--- src/rtl/ex_mem_stage_if.sv ---
// Data-memory bus between the EX/MEM stage (master) and the data memory (slave).
// dmem_req is held with dmem_we/addr/wdata/be stable until the slave answers with dmem_ready for one cycle.
// dmem_rdata is only meaningful in that cycle.
interface ex_mem_stage_if;
  logic        dmem_req;
  logic        dmem_we;
  logic [31:0] dmem_addr;
  logic [31:0] dmem_wdata;
  logic [3:0]  dmem_be;
  logic        dmem_ready;
  logic [31:0] dmem_rdata;

  modport master (
    output dmem_req, dmem_we, dmem_addr, dmem_wdata, dmem_be,
    input  dmem_ready, dmem_rdata
  );

  modport slave (
    input  dmem_req, dmem_we, dmem_addr, dmem_wdata, dmem_be,
    output dmem_ready, dmem_rdata
  );
endinterface

--- src/rtl/ex_mem_stage.sv ---
// EX/MEM pipeline stage: registers execute results, performs LW/LB/SW/SB and NoC MMR writes,
// stalls upstream while a data-memory access is outstanding, and emits a registered write-back bundle.
module ex_mem_stage #(
  parameter int TIMEOUT_CYCLES = 16,
  parameter int MMR_ADDR_W     = 8
) (
  input  logic                  clk,
  input  logic                  reset,
  input  logic                  ex_valid,
  input  logic [2:0]            ex_mem_flag,
  input  logic [31:0]           ex_mem_addr,
  input  logic [31:0]           ex_rd_data,
  input  logic [31:0]           ex_store_data,
  input  logic [4:0]            ex_rd_addr,
  input  logic                  ex_rd_we,
  input  logic                  ex_mmr_we,
  input  logic [31:0]           ex_inst,
  output logic                  mem_stall,
  ex_mem_stage_if.master        dmem,
  output logic                  mmr_we,
  output logic [MMR_ADDR_W-1:0] mmr_addr,
  output logic [31:0]           mmr_wdata,
  output logic                  wb_valid,
  output logic [4:0]            wb_rd_addr,
  output logic                  wb_rd_we,
  output logic [31:0]           wb_rd_data,
  output logic [31:0]           wb_inst,
  output logic                  misaligned_err,
  output logic                  bus_err,
  output logic [0:0]            state_dbg
);

  localparam logic [0:0] IDLE   = 1'b0;
  localparam logic [0:0] ACCESS = 1'b1;

  localparam logic [2:0] FLAG_LW  = 3'b001;
  localparam logic [2:0] FLAG_LB  = 3'b111;
  localparam logic [2:0] FLAG_SW  = 3'b010;
  localparam logic [2:0] FLAG_SB  = 3'b100;
  localparam logic [2:0] FLAG_NOC = 3'b011;

  localparam int CNT_W = (TIMEOUT_CYCLES > 2) ? $clog2(TIMEOUT_CYCLES) : 1;
  localparam logic [CNT_W-1:0] CNT_LAST = CNT_W'(TIMEOUT_CYCLES - 1);

  logic [0:0]       state;
  logic [CNT_W-1:0] cnt;
  logic             req_we;
  logic [31:0]      req_addr;
  logic [31:0]      req_wdata;
  logic [3:0]       req_be;
  logic [1:0]       cap_off;
  logic             cap_lb;
  logic             cap_store;
  logic [4:0]       cap_rd_addr;
  logic             cap_rd_we;
  logic [31:0]      cap_inst;

  logic is_lw, is_lb, is_sw, is_sb, is_noc, is_mem, misalign, start_access;
  logic [7:0] lb_byte;

  always_comb begin
    is_lw        = (ex_mem_flag == FLAG_LW);
    is_lb        = (ex_mem_flag == FLAG_LB);
    is_sw        = (ex_mem_flag == FLAG_SW);
    is_sb        = (ex_mem_flag == FLAG_SB);
    is_noc       = (ex_mem_flag == FLAG_NOC);
    is_mem       = is_lw | is_lb | is_sw | is_sb;
    // Byte accesses can never be misaligned; only word accesses check the low bits.
    misalign     = (is_lw | is_sw) & (ex_mem_addr[1:0] != 2'b00);
    start_access = ex_valid & is_mem & ~misalign;
  end

  // Stalling in the capture cycle keeps the following instruction held upstream.
  assign mem_stall = (state == ACCESS) | ((state == IDLE) & start_access);

  assign dmem.dmem_req   = (state == ACCESS);
  assign dmem.dmem_we    = (state == ACCESS) & req_we;
  assign dmem.dmem_addr  = req_addr;
  assign dmem.dmem_wdata = req_wdata;
  assign dmem.dmem_be    = req_be;
  assign state_dbg       = state;

  always_comb begin
    lb_byte = dmem.dmem_rdata[7:0];
    case (cap_off)
      2'd1:    lb_byte = dmem.dmem_rdata[15:8];
      2'd2:    lb_byte = dmem.dmem_rdata[23:16];
      2'd3:    lb_byte = dmem.dmem_rdata[31:24];
      default: lb_byte = dmem.dmem_rdata[7:0];
    endcase
  end

  always_ff @(posedge clk or negedge reset) begin
    if (!reset) begin
      state          <= IDLE;
      cnt            <= '0;
      req_we         <= 1'b0;
      req_addr       <= '0;
      req_wdata      <= '0;
      req_be         <= '0;
      cap_off        <= '0;
      cap_lb         <= 1'b0;
      cap_store      <= 1'b0;
      cap_rd_addr    <= '0;
      cap_rd_we      <= 1'b0;
      cap_inst       <= '0;
      mmr_we         <= 1'b0;
      mmr_addr       <= '0;
      mmr_wdata      <= '0;
      wb_valid       <= 1'b0;
      wb_rd_addr     <= '0;
      wb_rd_we       <= 1'b0;
      wb_rd_data     <= '0;
      wb_inst        <= '0;
      misaligned_err <= 1'b0;
      bus_err        <= 1'b0;
    end else begin
      wb_valid       <= 1'b0;
      mmr_we         <= 1'b0;
      misaligned_err <= 1'b0;
      bus_err        <= 1'b0;
      if (state == IDLE) begin
        if (start_access) begin
          state       <= ACCESS;
          cnt         <= '0;
          req_we      <= is_sw | is_sb;
          req_addr    <= {ex_mem_addr[31:2], 2'b00};
          req_be      <= is_sb ? (4'b0001 << ex_mem_addr[1:0]) : 4'b1111;
          req_wdata   <= is_sb ? {4{ex_store_data[7:0]}} : ex_store_data;
          cap_off     <= ex_mem_addr[1:0];
          cap_lb      <= is_lb;
          cap_store   <= is_sw | is_sb;
          cap_rd_addr <= ex_rd_addr;
          cap_rd_we   <= ex_rd_we;
          cap_inst    <= ex_inst;
        end else if (ex_valid) begin
          wb_valid   <= 1'b1;
          wb_rd_addr <= ex_rd_addr;
          wb_inst    <= ex_inst;
          if (is_noc) begin
            mmr_we    <= ex_mmr_we;
            mmr_addr  <= ex_mem_addr[MMR_ADDR_W+1:2];
            mmr_wdata <= ex_store_data;
            wb_rd_we  <= 1'b0;
          end else if (misalign) begin
            misaligned_err <= 1'b1;
            wb_rd_we       <= 1'b0;
          end else begin
            wb_rd_we   <= ex_rd_we;
            wb_rd_data <= ex_rd_data;
          end
        end
      end else begin
        // Ready in the expiry cycle still completes normally.
        if (dmem.dmem_ready) begin
          state      <= IDLE;
          req_we     <= 1'b0;
          wb_valid   <= 1'b1;
          wb_rd_addr <= cap_rd_addr;
          wb_inst    <= cap_inst;
          if (cap_store) begin
            wb_rd_we <= 1'b0;
          end else begin
            wb_rd_we   <= cap_rd_we;
            wb_rd_data <= cap_lb ? {{24{lb_byte[7]}}, lb_byte} : dmem.dmem_rdata;
          end
        end else if (cnt == CNT_LAST) begin
          state      <= IDLE;
          req_we     <= 1'b0;
          bus_err    <= 1'b1;
          wb_valid   <= 1'b1;
          wb_rd_we   <= 1'b0;
          wb_rd_addr <= cap_rd_addr;
          wb_inst    <= cap_inst;
        end else begin
          cnt <= cnt + 1'b1;
        end
      end
    end
  end

endmodule

--- src/flat_wrapper.sv ---
// flat-port wrapper written by rule: the top's interface ports become plain ports
module ex_mem_stage_flat 
#(
  parameter int TIMEOUT_CYCLES = 16,
  parameter int MMR_ADDR_W     = 8
)
  (clk, reset, ex_valid, ex_mem_flag, ex_mem_addr, ex_rd_data, ex_store_data, ex_rd_addr, ex_rd_we, ex_mmr_we, ex_inst, mem_stall, mmr_we, mmr_addr, mmr_wdata, wb_valid, wb_rd_addr, wb_rd_we, wb_rd_data, wb_inst, misaligned_err, bus_err, state_dbg, dmem_dmem_req, dmem_dmem_we, dmem_dmem_addr, dmem_dmem_wdata, dmem_dmem_be, dmem_dmem_ready, dmem_dmem_rdata);
  ex_mem_stage_if dmem_i ();
  input  logic clk;
  input  logic reset;
  input  logic ex_valid;
  input  logic [2:0] ex_mem_flag;
  input  logic [31:0] ex_mem_addr;
  input  logic [31:0] ex_rd_data;
  input  logic [31:0] ex_store_data;
  input  logic [4:0] ex_rd_addr;
  input  logic ex_rd_we;
  input  logic ex_mmr_we;
  input  logic [31:0] ex_inst;
  output logic mem_stall;
  output logic mmr_we;
  output logic [MMR_ADDR_W-1:0] mmr_addr;
  output logic [31:0] mmr_wdata;
  output logic wb_valid;
  output logic [4:0] wb_rd_addr;
  output logic wb_rd_we;
  output logic [31:0] wb_rd_data;
  output logic [31:0] wb_inst;
  output logic misaligned_err;
  output logic bus_err;
  output logic [0:0] state_dbg;
  output wire logic [$bits(dmem_i.dmem_req)-1:0] dmem_dmem_req;
  output wire logic [$bits(dmem_i.dmem_we)-1:0] dmem_dmem_we;
  output wire logic [$bits(dmem_i.dmem_addr)-1:0] dmem_dmem_addr;
  output wire logic [$bits(dmem_i.dmem_wdata)-1:0] dmem_dmem_wdata;
  output wire logic [$bits(dmem_i.dmem_be)-1:0] dmem_dmem_be;
  input wire logic [$bits(dmem_i.dmem_ready)-1:0] dmem_dmem_ready;
  input wire logic [$bits(dmem_i.dmem_rdata)-1:0] dmem_dmem_rdata;
  assign dmem_dmem_req = dmem_i.dmem_req;
  assign dmem_dmem_we = dmem_i.dmem_we;
  assign dmem_dmem_addr = dmem_i.dmem_addr;
  assign dmem_dmem_wdata = dmem_i.dmem_wdata;
  assign dmem_dmem_be = dmem_i.dmem_be;
  assign dmem_i.dmem_ready = dmem_dmem_ready;
  assign dmem_i.dmem_rdata = dmem_dmem_rdata;
  ex_mem_stage #(.TIMEOUT_CYCLES(TIMEOUT_CYCLES), .MMR_ADDR_W(MMR_ADDR_W)) u_core (.clk(clk), .reset(reset), .ex_valid(ex_valid), .ex_mem_flag(ex_mem_flag), .ex_mem_addr(ex_mem_addr), .ex_rd_data(ex_rd_data), .ex_store_data(ex_store_data), .ex_rd_addr(ex_rd_addr), .ex_rd_we(ex_rd_we), .ex_mmr_we(ex_mmr_we), .ex_inst(ex_inst), .mem_stall(mem_stall), .dmem(dmem_i), .mmr_we(mmr_we), .mmr_addr(mmr_addr), .mmr_wdata(mmr_wdata), .wb_valid(wb_valid), .wb_rd_addr(wb_rd_addr), .wb_rd_we(wb_rd_we), .wb_rd_data(wb_rd_data), .wb_inst(wb_inst), .misaligned_err(misaligned_err), .bus_err(bus_err), .state_dbg(state_dbg));
endmodule
--- config.mk ---
export PLATFORM = sky130hd
export DESIGN_NAME = ex_mem_stage_flat
export DESIGN_NICKNAME = d
export VERILOG_FILES = /design/src/rtl/ex_mem_stage_if.sv /design/src/rtl/ex_mem_stage.sv /design/src/flat_wrapper.sv
export SDC_FILE = /design/constraint.sdc
export NUM_CORES = 1
export LEC_CHECK = 0
export ABC_CLOCK_PERIOD_IN_PS = 3400
export CAP_MARGIN = 30
export CORE_MARGIN = 2
export CORE_UTILIZATION = 30
export DETAILED_ROUTE_END_ITERATION = 8
export PLACE_DENSITY = 0.57
export REMOVE_ABC_BUFFERS = 1
export SYNTH_ARGS = -nofsm -noshare
export SYNTH_HDL_FRONTEND = slang
export SYNTH_SLANG_ARGS = --single-unit
--- constraint.sdc ---
create_clock -name clk -period 3.4 [get_ports clk]
set_input_delay 0.34 -clock clk [delete_from_list [all_inputs] [get_ports clk]]
set_output_delay 0.34 -clock clk [all_outputs]
set_load 0.005 [all_outputs]
; ---- Yosys cells after proc, flatten, opt, wreduce, memory -nomap -nowiden
; Index checks and enable logic that the tools add are counted.
; W data, S select, Z words.
[word_totals]
regBits = 228
inputBits = 174
output_inout_bits = 186
word_cells = 120
[op_classes]
addsub = 1
eq_ne = 17
n_shift = 1
muxes = 56
bitwise_logic = 14
reduce_logical = 9
[ops]
columns = operator, n
row1 = $mux W32, 14
row2 = $mux W1, 31
row3 = $mux W5, 5
row4 = $pmux W8 S3, 1
row5 = $mux W4, 5
row6 = $ne A2 B2 Y1 const B, 4
row7 = $eq A3 B2 Y1 const B, 2
row8 = $eq A3 B3 Y1 const B, 2
row9 = $ne A2 B1 Y1 const B, 3
row10 = $or A1 B1 Y1, 6
row11 = $reduce_and A3 Y1, 2
row12 = $reduce_and A6 Y1, 1
row13 = $reduce_bool A2 Y1, 3
row14 = $and A1 B1 Y1, 5
row15 = $add A4 B1 Y4 const B, 1
row16 = $eq A2 B2 Y1 const B, 2
row17 = $eq A4 B4 Y1 const B, 1
row18 = $reduce_and A2 Y1, 2
row19 = $reduce_and A4 Y1, 1
row20 = $shl A1 B2 Y4 const A, 1
row21 = $eq A3 B1 Y1 const B, 1
row22 = $ne A3 B3 Y1 const B, 1
row23 = $not A1 Y1, 3
row24 = $eq A2 B1 Y1 const B, 1

; ---- Depth between registers and ports, before layout
; Gate-level depths: netlist (run 1).
[logic_depth]
word_depth = 8
ltp_mapped = 8
ltp_nobuf = 5

; ---- Worst setup path before layout (run 1)
; Ideal clock, no wire load.
[synth_path]
path_kind = input-to-reg
from = in ex_mem_flag[2]
to = reg u_core.req_addr[11], in the netlist u_core.dmem.dmem_addr[11]
setup_time_ps = 125
t_arrival_ps = 1886
required_ps = 3275
setup_slack_ps = 1390
stages = 7
path_buffers = 3
path_cell_list = buf_6 or4b_4 mux2i_4 and2_1 buf_2 buf_4 mux2_2
[synth_via]
elab_chain_len = 7
elab_cells_between_ends = 13
classes_between = eq/ne (4) / bitwise (8) / reduce/logical (1)
[synth_lines]
columns = item, line
row1 = start: declaration, flat_wrapper.sv:12  ; input logic [2:0] ex_mem_flag;
row2 = $eq A3 B1 Y1 or $eq A3 B3 Y1 (tied branches), "ex_mem_stage.sv:62, ex_mem_stage.sv:63"
row3 = $or A1 B1 Y1 (3 in series), ex_mem_stage.sv:67  ; is_mem = is_lw | is_lb | is_sw | is_sb;
row4 = $and A1 B1 Y1, ex_mem_stage.sv:70  ; start_access = ex_valid & is_mem & ~misalign;
row5 = $and A1 B1 Y1 *, ex_mem_stage.sv:70
row6 = $reduce_and A2 Y1 (no source line) *, -
row7 = end signal: assignment, ex_mem_stage.sv:127  ; req_addr <= {ex_mem_addr[31:2], 2'b00};
row8 = end: declaration, ex_mem_stage.sv:48  ; logic [31:0] req_addr;
; Every way passes the cells marked *; elsewhere a longest branch is shown, timed or not.
; A chain may end at the register's enable or synchronous reset.

; ---- Final worst setup path (run 1)
[layout_path]
from = in ex_mem_addr[0]
to = out mem_stall
[layout_via]
elab_chain_len = 6
[layout_lines]
columns = item, line
row1 = start: declaration, flat_wrapper.sv:13  ; input logic [31:0] ex_mem_addr;
row2 = $reduce_bool A2 Y1, ex_mem_stage.sv:69  ; misalign = (is_lw | is_sw) & (ex_mem_addr[1:0] != 2'b00);
row3 = $and A1 B1 Y1, ex_mem_stage.sv:69
row4 = $not A1 Y1, ex_mem_stage.sv:70
row5 = $and A1 B1 Y1, ex_mem_stage.sv:70
row6 = $and A1 B1 Y1, ex_mem_stage.sv:74  ; assign mem_stall = (state == ACCESS) | ((state == IDLE) & start_access);
row7 = $or A1 B1 Y1, ex_mem_stage.sv:74
row8 = end: declaration, flat_wrapper.sv:20  ; output logic mem_stall;
; Every way passes these cells.

==> flow_metrics.env, run 1 <==
export IMPL_yosysWarnings=0
export IMPL_synth_mux_area_share_pct=30.14
export IMPL_synth_xor_xnor_area_share_pct=0.4410
export IMPL_setup_ws_ns=0.5965
export IMPL_synth_area_per_cell_um2=13.86
export IMPL_io_pin_count=360
export IMPL_num_vias=7201
export IMPL_critPathRequiredTime_ns=3.06
export IMPL_synthDistinctLibCells=40
export IMPL_drv_slew=0
export IMPL_grt_overflow_total=0
export IMPL_fin_skew_ns=0.005100
export IMPL_wl_um=29140
export IMPL_drive_above_1_share_pct=26.68
export IMPL_nets=1270
export IMPL_n_antenna_cell=0
export IMPL_antenna_found_initial=0
export IMPL_cts_sinks=228
export IMPL_routedWlPerCell_um=18.62
export IMPL_crit_chain="clkdlybuf4s50_1 -> or4b_4 -> mux2i_4 -> or2_2 -> clkdlybuf4s50_1"
export IMPL_clkPwrFrac_pct=30.5
export IMPL_cts_buffer_depth=3
export IMPL_p_int_uw=8018
export IMPL_setup_tns_ns=0
export IMPL_slew_headroom_pct=48.03
export IMPL_synth_compound_area_share_pct=5.855
export IMPL_hold_slack_ns=0.3667
export IMPL_insertion_delay_ns=0.53
export IMPL_max_freq_mhz=356.7
export IMPL_grt_first_pass_wirelength_um=45280
export IMPL_first_iter_violations=250
export IMPL_numCtsBuffers=28
export IMPL_maxCapViolCount=0
export IMPL_nFillCells=3114
export IMPL_core_area_um2=33530
export IMPL_initial_core_util_pct=30.46
export IMPL_synth_async_sr_flop_share_pct=100.0
export IMPL_rrSetupSlack_ns=0.92
export IMPL_worstMarginPinSlew_ns=0.7795
export IMPL_rows=67
export IMPL_gp_congestion=0.8019
export IMPL_cellPowerDensity_nw_per_um2=705.2
export IMPL_portBuffers=357
export IMPL_finalCritPeriodShare_pct=82.45
export IMPL_top_usage_layer="met2"
export IMPL_combPwrFrac_pct=31.7
export IMPL_post_cts_resized=0
export IMPL_syn_to_final_growth_pct=49.82
export IMPL_rsz0062_at_grt="false"
export IMPL_fp_dieW_um=188.5
export IMPL_crit_slowest_cell="or4b_4"
export IMPL_clk_pin_slew_ns=0.06
export IMPL_arrival_ns=2.46
export IMPL_synthCells=737
export IMPL_drc=0
export IMPL_synth_top_family_by_area="multiplexers"
export IMPL_grt_pass1_vias=7698
export IMPL_reg2reg_depth=5
export IMPL_synth_enable_flop_cells=0
export IMPL_ys_seq_elements=228
export IMPL_status="finished, final reports clean"
export IMPL_dieArea_um2=35540
export IMPL_crit_path_max_incr_delay_ns=0.61
export IMPL_grt_util_met3_pct=4.954
export IMPL_critPathCaptureType="output port"
export IMPL_p_sw_share_pct=25.71
export IMPL_startpoint="ex_mem_addr[0]"
export IMPL_place_ws_ns=0.5199
export IMPL_routed_via_density=4.601
export IMPL_leakagePower_uw=0.006497
export IMPL_setup_viol=0
export IMPL_met2_usage_pct=26.51
export IMPL_cp_max_fo=7
export IMPL_cp_common_cell="clkdlybuf4s50_1"
export IMPL_cts_setup_buffers=0
export IMPL_synthSimpleGateAreaFrac_pct=3.148
export IMPL_syn_area_um2=10210
export IMPL_dp_hpwl_um=20040
export IMPL_cts_tree="built"
export IMPL_dieHeight_um=188.5
export IMPL_h_tree_depth=1
export IMPL_firstDrtPassIters=4
export IMPL_synthAdderAreaFrac_pct=0.1225
export IMPL_p_sw_uw=2775
export IMPL_grt_met1_usage_pct=20.11
export IMPL_final_cell_mix="clkdlybuf4s50_1 (356), dfrtp_1 (227), mux2_2 (183)"
export IMPL_drtAntennaViolNets=0
export IMPL_timing_rr_start="u_core.dmem.dmem_req"
export IMPL_yosys_most_used_dff="dfrtp_1"
export IMPL_period_minus_slack_ns=2.803
export IMPL_peakVddDrop_v=0.0003981
export IMPL_p_total_uw=10790
export IMPL_hp_class="in2async"
export IMPL_critPathLaunchType="primary input"
export IMPL_final_hold_viol_count=0
export IMPL_yosysSeqAreaShare_pct=55.85
export IMPL_pwr_share_seq_pct=37.8
export IMPL_final_common_cell="clkdlybuf4s50_1"
export IMPL_grtUsageTotal_pct=16.07
export IMPL_critPathKind="in2out"
export IMPL_final_util_pct=45.64
export IMPL_cts_root_buf="clkbuf_16"
export IMPL_grt_max_degree=70
## synth_stat cells (3+ instances only)
library cell	n	area, um^2
dfrtp_1	228	5705
mux2_2	183	2061
mux2i_1	41	410.4
inv_1	40	150.1
a21oi_1	39	195.2
mux2_4	39	585.6
a221o_1	20	200.2
clkbuf_1	19	71.32
nor2_1	18	67.56
nand2_1	17	63.81
o221ai_1	12	105.1
and2_1	11	68.82
buf_2	11	55.05
buf_6	8	90.09
nand3_1	6	30.03
o21ai_0	6	30.03
buf_4	5	37.54
a31oi_1	3	18.77
buf_1	3	11.26
nor2b_1	3	18.77
## metal layers
layer / share of wire, % / up-vias
li1: - / 3344
met1: 42 / 3563
met2: 48 / 242
met3: 7.7 / 52
met4: 3.0 / 0
met5: 0 / -
## worst max-delay path, delay by kind of cell
kind | cells | cell delay (ns)
buffers and inverters | 2 | 1.05
multiplexers | 1 | 0.29
AND/OR/NAND/NOR | 2 | 0.79
## flip-flops by register name, summed over array words and instances (netlist names)
register                flops
u_core.wb_rd_addr           5
u_core.cap_store            1
u_core.misaligned_err       1
u_core.bus_err              1
u_core.dmem.dmem_be         4
u_core.cnt                  4
u_core.req_we               1
u_core.cap_rd_addr          5
u_core.dmem.dmem_req        1
u_core.mmr_we               1
u_core.wb_valid             1
u_core.cap_lb               1
u_core.mmr_addr             8
u_core.dmem.dmem_addr      30
u_core.cap_inst            32
u_core.cap_off              2
u_core.wb_rd_data          32
u_core.wb_inst             32
u_core.mmr_wdata           32
u_core.wb_rd_we             1
u_core.dmem.dmem_wdata     32
u_core.cap_rd_we            1
## cell families after synthesis
family	Yosys count
multiplexers	264
flip-flops	228
buffers and inverters	89
AO/OA/AOI/OAI	86
AND/OR/NAND/NOR	65
XOR/XNOR	3
adder cells (fa/ha/maj)	1
other	1
## power by group through the flow
stage               clock network (uW)  registers [uW]  logic (uW)
floorplan                            0            4140        1270
global placement                     0            4100        3450
detailed placement                   0            4120        3480
CTS                               3410            4090        3490
global route                      3520            4210        3680
finish                            3290            4080        3420
## per-stage QoR
stage,instance area (um^2),cells
after floorplan,9923,690
after global placement,14250,1512
after detailed placement,14250,1512
after CTS,15300,1565
after global routing,15300,1565
final,15300,1565
## final timing paths
check	end
worst min register to register	u_core.cap_inst[31]
worst max-delay path	mem_stall
worst max register to register	u_core.wb_inst[23]
min in group clk	u_core.mmr_we
max in group asynchronous	u_core.wb_rd_data[2]
worst min-delay path	u_core.mmr_wdata[20]
## cell type report
cell class                 instances  area (um^2)  share of cell area (%)
clock buffer                      41        860.8                   5.625
clock inverter                    11        180.2                   1.177
inverter                          41        153.9                   1.006
multi-input combinational        421         4088                   26.71
sequential                       228         5707                   37.29
tap                              448        560.5                   3.663
timing repair buffer             375         3754                   24.53
## timing repair
action,in CTS,in global routing
hold buffers,1,0
endpoints found under the setup margin,0,0
endpoints found under the hold margin,66,0
Note: power is estimated with default switching activity, not from simulation.
==> run 2: changes to the inputs <==
- ABC_CLOCK_PERIOD_IN_PS: 3400 -> 2300
- PLACE_DENSITY: 0.57 -> 0.59
- clock period: 3.4 -> 2.3 ns (I/O delays scaled with it)
==> flow_metrics.env, run 2 (same netlist as run 1, synthesis figures left out) <==
export IMPL_drive_above_1_share_pct=27.36
export IMPL_num_vias=7220
export IMPL_final_common_cell="clkdlybuf4s50_1"
export IMPL_nets=1291
export IMPL_critPathLaunchType="primary input"
export IMPL_placed_area_um2=14510
export IMPL_p_total_uw=15410
export IMPL_n_antenna_cell=0
export IMPL_cts_tree="built"
export IMPL_insertion_delay_ns=0.52
export IMPL_reg2reg_to="u_core.wb_rd_data[24]"
export IMPL_peakVddDrop_v=0.0004975
export IMPL_firstDrtPassIters=4
export IMPL_drv_slew=0
export IMPL_cts_sinks=228
export IMPL_max_freq_mhz=455.5
export IMPL_finalCritPeriodShare_pct=95.45
export IMPL_place_ws_ns=-0.1005
export IMPL_routed_via_density=4.567
export IMPL_routedWlPerCell_um=18.18
export IMPL_rsz0062_at_grt="false"
export IMPL_final_cell_mix="clkdlybuf4s50_1 (356), dfrtp_1 (227), mux2_2 (183)"
export IMPL_maxCapViolCount=0
export IMPL_grt_first_pass_wirelength_um=45130
export IMPL_numCtsBuffers=27
export IMPL_fp_dieW_um=188.5
export IMPL_grt_pass1_vias=7689
export IMPL_critPathRequiredTime_ns=2.07
export IMPL_hp_class="in2async"
export IMPL_leakagePower_uw=0.006557
export IMPL_status="finished, final reports clean"
export IMPL_setup_viol=0
export IMPL_cts_buffer_depth=3
export IMPL_cellPowerDensity_nw_per_um2=1001
export IMPL_reg2reg_depth=5
export IMPL_setup_tns_ns=0
export IMPL_period_minus_slack_ns=2.195
export IMPL_worstMarginPinSlew_ns=0.5678
export IMPL_slew_headroom_pct=62.15
export IMPL_final_hold_viol_count=0
export IMPL_antenna_found_initial=0
export IMPL_dieHeight_um=188.5
export IMPL_portBuffers=357
export IMPL_critPathCaptureType="output port"
export IMPL_setup_ws_ns=0.1046
export IMPL_core_area_um2=33530
export IMPL_initial_core_util_pct=30.46
export IMPL_grt_max_degree=70
export IMPL_dp_cells=1534
export IMPL_cts_root_buf="clkbuf_16"
export IMPL_cp_max_fo=2
export IMPL_rrSetupSlack_ns=0.26
export IMPL_io_pin_count=360
export IMPL_syn_to_final_growth_pct=50.82
export IMPL_fin_skew_ns=0.01459
export IMPL_dp_hpwl_um=20700
export IMPL_post_route_cell_area_um2=15410
export IMPL_instances_no_fill=1581
export IMPL_gp_congestion=0.7674
export IMPL_nFillCells=3085
export IMPL_h_tree_depth=1
export IMPL_grtUsageTotal_pct=15.90
export IMPL_grt_overflow_total=0
export IMPL_rows=67
export IMPL_arrival_ns=1.97
export IMPL_first_iter_violations=279
export IMPL_drtAntennaViolNets=0
export IMPL_critPathKind="in2out"
export IMPL_wl_um=28740
export IMPL_clk_pin_slew_ns=0.06
export IMPL_timing_rr_start="u_core.dmem.dmem_req"
export IMPL_drc=0
export IMPL_dieArea_um2=35540
-- run 2: report_power, final --
| part | internal, uW | total, uW | switching (uW) | leakage [uW] |
|---|---|---|---|---|
| logic | 3470 | 5120 | 1650 | 0.00341 |
| clock network | 2620 | 4250 | 1630 | 0.000435 |
| registers | 5320 | 6050 | 729 | 0.00271 |
| total | 11400 | 15400 | 4010 | 0.00656 |
-- run 2: worst max-delay path: stages --
cell and delay, ns:
clkdlybuf4s50_1 0.42, or4b_4 0.56, mux2i_4 0.15, or2_2 0.13
clkdlybuf4s50_1 0.48
-- run 2: metal layers --
metal	global-route usage, %	vias to the layer above	wire, um
li1	-	3380	-
met1	21.28	3567	12680
met2	25.48	232	13270
met3	4.731	41	2222
met4	3.425	0	566
met5	0	-	0
-- run 2: timing repair --
| item | CTS | global route |
|---|---|---|
| buffers inserted | 1 | 0 |
| gates resized for setup | 1 | 2 |
| hold endpoints to repair | 64 | 0 |
| hold buffers | 1 | 0 |
| endpoints found under the setup margin | 3 | 2 |
| gates cloned | 0 | 0 |
-- run 2: worst max-delay path by stage --
stage	start	endpoint	slack, ns	cells after the start
3_5_place_dp	ex_mem_addr[0]	u_core.dmem.dmem_wdata[11]	-0.10	7
2_1_floorplan	u_core.dmem.dmem_req	u_core.cap_inst[22]	-2.75	3
6_report	ex_mem_addr[0]	mem_stall	0.10	5
4_1_cts	u_core.dmem.dmem_req	dmem_dmem_req	0.03	2
5_1_grt	u_core.dmem.dmem_req	state_dbg	0.03	2
3_3_place_gp	ex_mem_addr[0]	u_core.dmem.dmem_wdata[15]	-0.06	7
-- run 2: area by class of cell --
type | instances | area, um^2 | area share [%]
Tap cell | 448 | 560.5 | 3.638
Clock buffer | 42 | 812.0 | 5.271
Timing Repair Buffer | 397 | 4014 | 26.05
Clock inverter | 4 | 70.07 | 0.4548
Inverter | 41 | 153.9 | 0.9989
Sequential cell | 228 | 5707 | 37.04
Multi-Input combinational cell | 421 | 4089 | 26.54
-- run 2: per-stage QoR --
step	hold WS, ns	util [%]
after global placement	0.2455	43.26
final	0.2643	45.94
after floorplan	-0.06559	-
after CTS	0.2488	45.93
after global routing	0.2953	45.94
after detailed placement	0.2440	43.26
==> run 3: changes to the inputs <==
--- a/config.mk
+++ b/config.mk
@@ -8,3 +8,2 @@
 export ABC_CLOCK_PERIOD_IN_PS = 2300
-export CAP_MARGIN = 30
 export CORE_MARGIN = 2
@@ -12,3 +11,2 @@
 export DETAILED_ROUTE_END_ITERATION = 8
-export PLACE_DENSITY = 0.59
 export REMOVE_ABC_BUFFERS = 1
--- a/constraint.sdc
+++ b/constraint.sdc
@@ -3,2 +3,2 @@
 set_output_delay 0.23 -clock clk [all_outputs]
-set_load 0.005 [all_outputs]
+set_load 0.01 [all_outputs]
==> flow_metrics.env, run 3 (same netlist as run 1, synthesis figures left out) <==
export IMPL_setup_viol=0
export IMPL_grt_max_degree=76
export IMPL_numCtsBuffers=27
export IMPL_maxCapViolCount=0
export IMPL_worstMarginPinSlew_ns=0.7023
export IMPL_core_area_um2=33530
export IMPL_io_pin_count=360
export IMPL_h_tree_depth=1
export IMPL_critPathBufInv=3
export IMPL_nFillCells=3033
export IMPL_cellPowerDensity_nw_per_um2=1038
export IMPL_gp_congestion=0.7795
export IMPL_instances_no_fill=1589
export IMPL_rsz0062_at_grt="false"
export IMPL_num_vias=7299
export IMPL_firstDrtPassIters=4
export IMPL_finalCritPeriodShare_pct=91.83
export IMPL_max_freq_mhz=473.4
export IMPL_slew_headroom_pct=53.01
export IMPL_first_iter_violations=262
export IMPL_drive_above_1_share_pct=28.05
export IMPL_wl_um=28860
export IMPL_dp_cells=1536
export IMPL_routedWlPerCell_um=18.16
export IMPL_cts_buffer_depth=3
export IMPL_fp_dieW_um=188.5
export IMPL_nets=1296
export IMPL_drv_slew=0
export IMPL_crit_slowest_cell="clkdlybuf4s50_1"
export IMPL_final_hold_viol_count=0
export IMPL_arrival_ns=1.88
export IMPL_n_antenna_cell=0
export IMPL_fin_skew_ns=0.01289
export IMPL_hold_slack_ns=0.2678
export IMPL_cts_root_buf="clkbuf_16"
export IMPL_drc=0
export IMPL_grt_overflow_total=0
export IMPL_grt_first_pass_wirelength_um=45350
export IMPL_dieArea_um2=35540
export IMPL_cp_max_fo=25
export IMPL_critPathRequiredTime_ns=2.07
export IMPL_dp_hpwl_um=20410
export IMPL_leakagePower_uw=0.006641
export IMPL_dieHeight_um=188.5
export IMPL_portBuffers=357
export IMPL_grt_pass1_vias=7773
export IMPL_drtAntennaViolNets=0
export IMPL_crit_path_max_incr_delay_ns=0.57
export IMPL_cpLargestDelayFamily="buffers and inverters"
export IMPL_status="finished, final reports clean"
export IMPL_crit_chain="buf_8 -> buf_16 -> clkdlybuf4s50_1"
export IMPL_syn_to_final_growth_pct=52.19
export IMPL_clk_pin_slew_ns=0.06
export IMPL_critPathCaptureType="output port"
export IMPL_final_cell_mix="clkdlybuf4s50_1 (355), dfrtp_1 (227), mux2_2 (183)"
export IMPL_cts_sinks=228
export IMPL_grtUsageTotal_pct=15.92
export IMPL_insertion_delay_ns=0.53
export IMPL_period_minus_slack_ns=2.112
export IMPL_rows=67
export IMPL_critPathKind="reg2out"
export IMPL_routed_via_density=4.593
export IMPL_final_common_cell="clkdlybuf4s50_1"
export IMPL_rrSetupSlack_ns=0.29
export IMPL_hp_class="in2async"
export IMPL_peakVddDrop_v=0.0005975
export IMPL_cts_tree="built"
export IMPL_antenna_found_initial=0
export IMPL_initial_core_util_pct=30.46
export IMPL_critPathLaunchType="flop"
run 3: worst register-to-register path: cells and delay by family, from the launching register on:
kind            cells  cell delay (ns)
compound gates      1             0.20
flops               1             0.41
buf+inv             1             0.26
mux                 1             0.44
fa+ha+maj           1             0.25
simple gates        2             0.33
run 3: layout make-up:
cell class | count | area [um^2] | share of cell area (%)
clock inverters | 6 | 105.1 | 0.6761
clock buffers | 43 | 845.8 | 5.441
well taps | 448 | 560.5 | 3.606
inverters | 41 | 153.9 | 0.9899
repair buffers | 402 | 4086 | 26.29
flip-flops and latches | 228 | 5707 | 36.71
multi-input cells | 421 | 4088 | 26.29
run 3: power breakdown:
group | leakage, uW | total, uW | internal, uW | switching [uW]
Clock | 0.000472 | 4500 | 2830 | 1670
Combinational | 0.00346 | 5600 | 3500 | 2100
Sequential | 0.00271 | 6030 | 5320 | 710
Total | 0.00664 | 16100 | 11700 | 4480
run 3: per-layer routing:
layer	global-route usage, %	part of all wire (%)	routed length, um	vias to the layer above
li1	-	-	-	3380
met1	19.52	42	12110	3612
met2	26.39	47	13440	254
met3	5.457	8.2	2376	53
met4	4.988	3.2	931	0
met5	0	0	0	-
run 3: what timing repair did:
| action | in CTS | in global routing |
|---|---|---|
| buffers inserted | 1 | 1 |
| resized for setup | 3 | 1 |
| endpoints found under the setup margin | 3 | 3 |
| pin swaps | 0 | 0 |
| hold buffers | 1 | 0 |
| gates cloned | 1 | 0 |
| hold endpoints to repair | 67 | 0 |
run 3: final timing paths:
kind                                           start                   endpoint  depth (start not counted)
min                                            reset        u_core.mmr_wdata[6]                          2
max                             u_core.dmem.dmem_req              dmem_dmem_req                          3
min reg2reg                u_core.dmem.dmem_wdata[1]  u_core.dmem.dmem_wdata[1]                          1
max reg2reg                            u_core.cnt[0]         u_core.wb_inst[19]                          6
max in group asynchronous                      reset         u_core.wb_inst[19]                          3
min in group clk                           ex_mmr_we              u_core.mmr_we                          2
run 3: through the flow:
stage	TNS [ns]	utilization (%)	power, uW	worst slack [ns]	cell area (um^2)
3_5_place_dp	-5.739	43.30	11710	-0.08467	14520
5_1_grt	0	46.36	17000	0.1128	15550
6_report	0	46.36	16140	0.1878	15550
2_1_floorplan	-470.40	-	8425	-2.845	9923
3_3_place_gp	-4.826	43.30	11630	-0.07156	14520
4_1_cts	0	46.33	16380	0.01532	15540
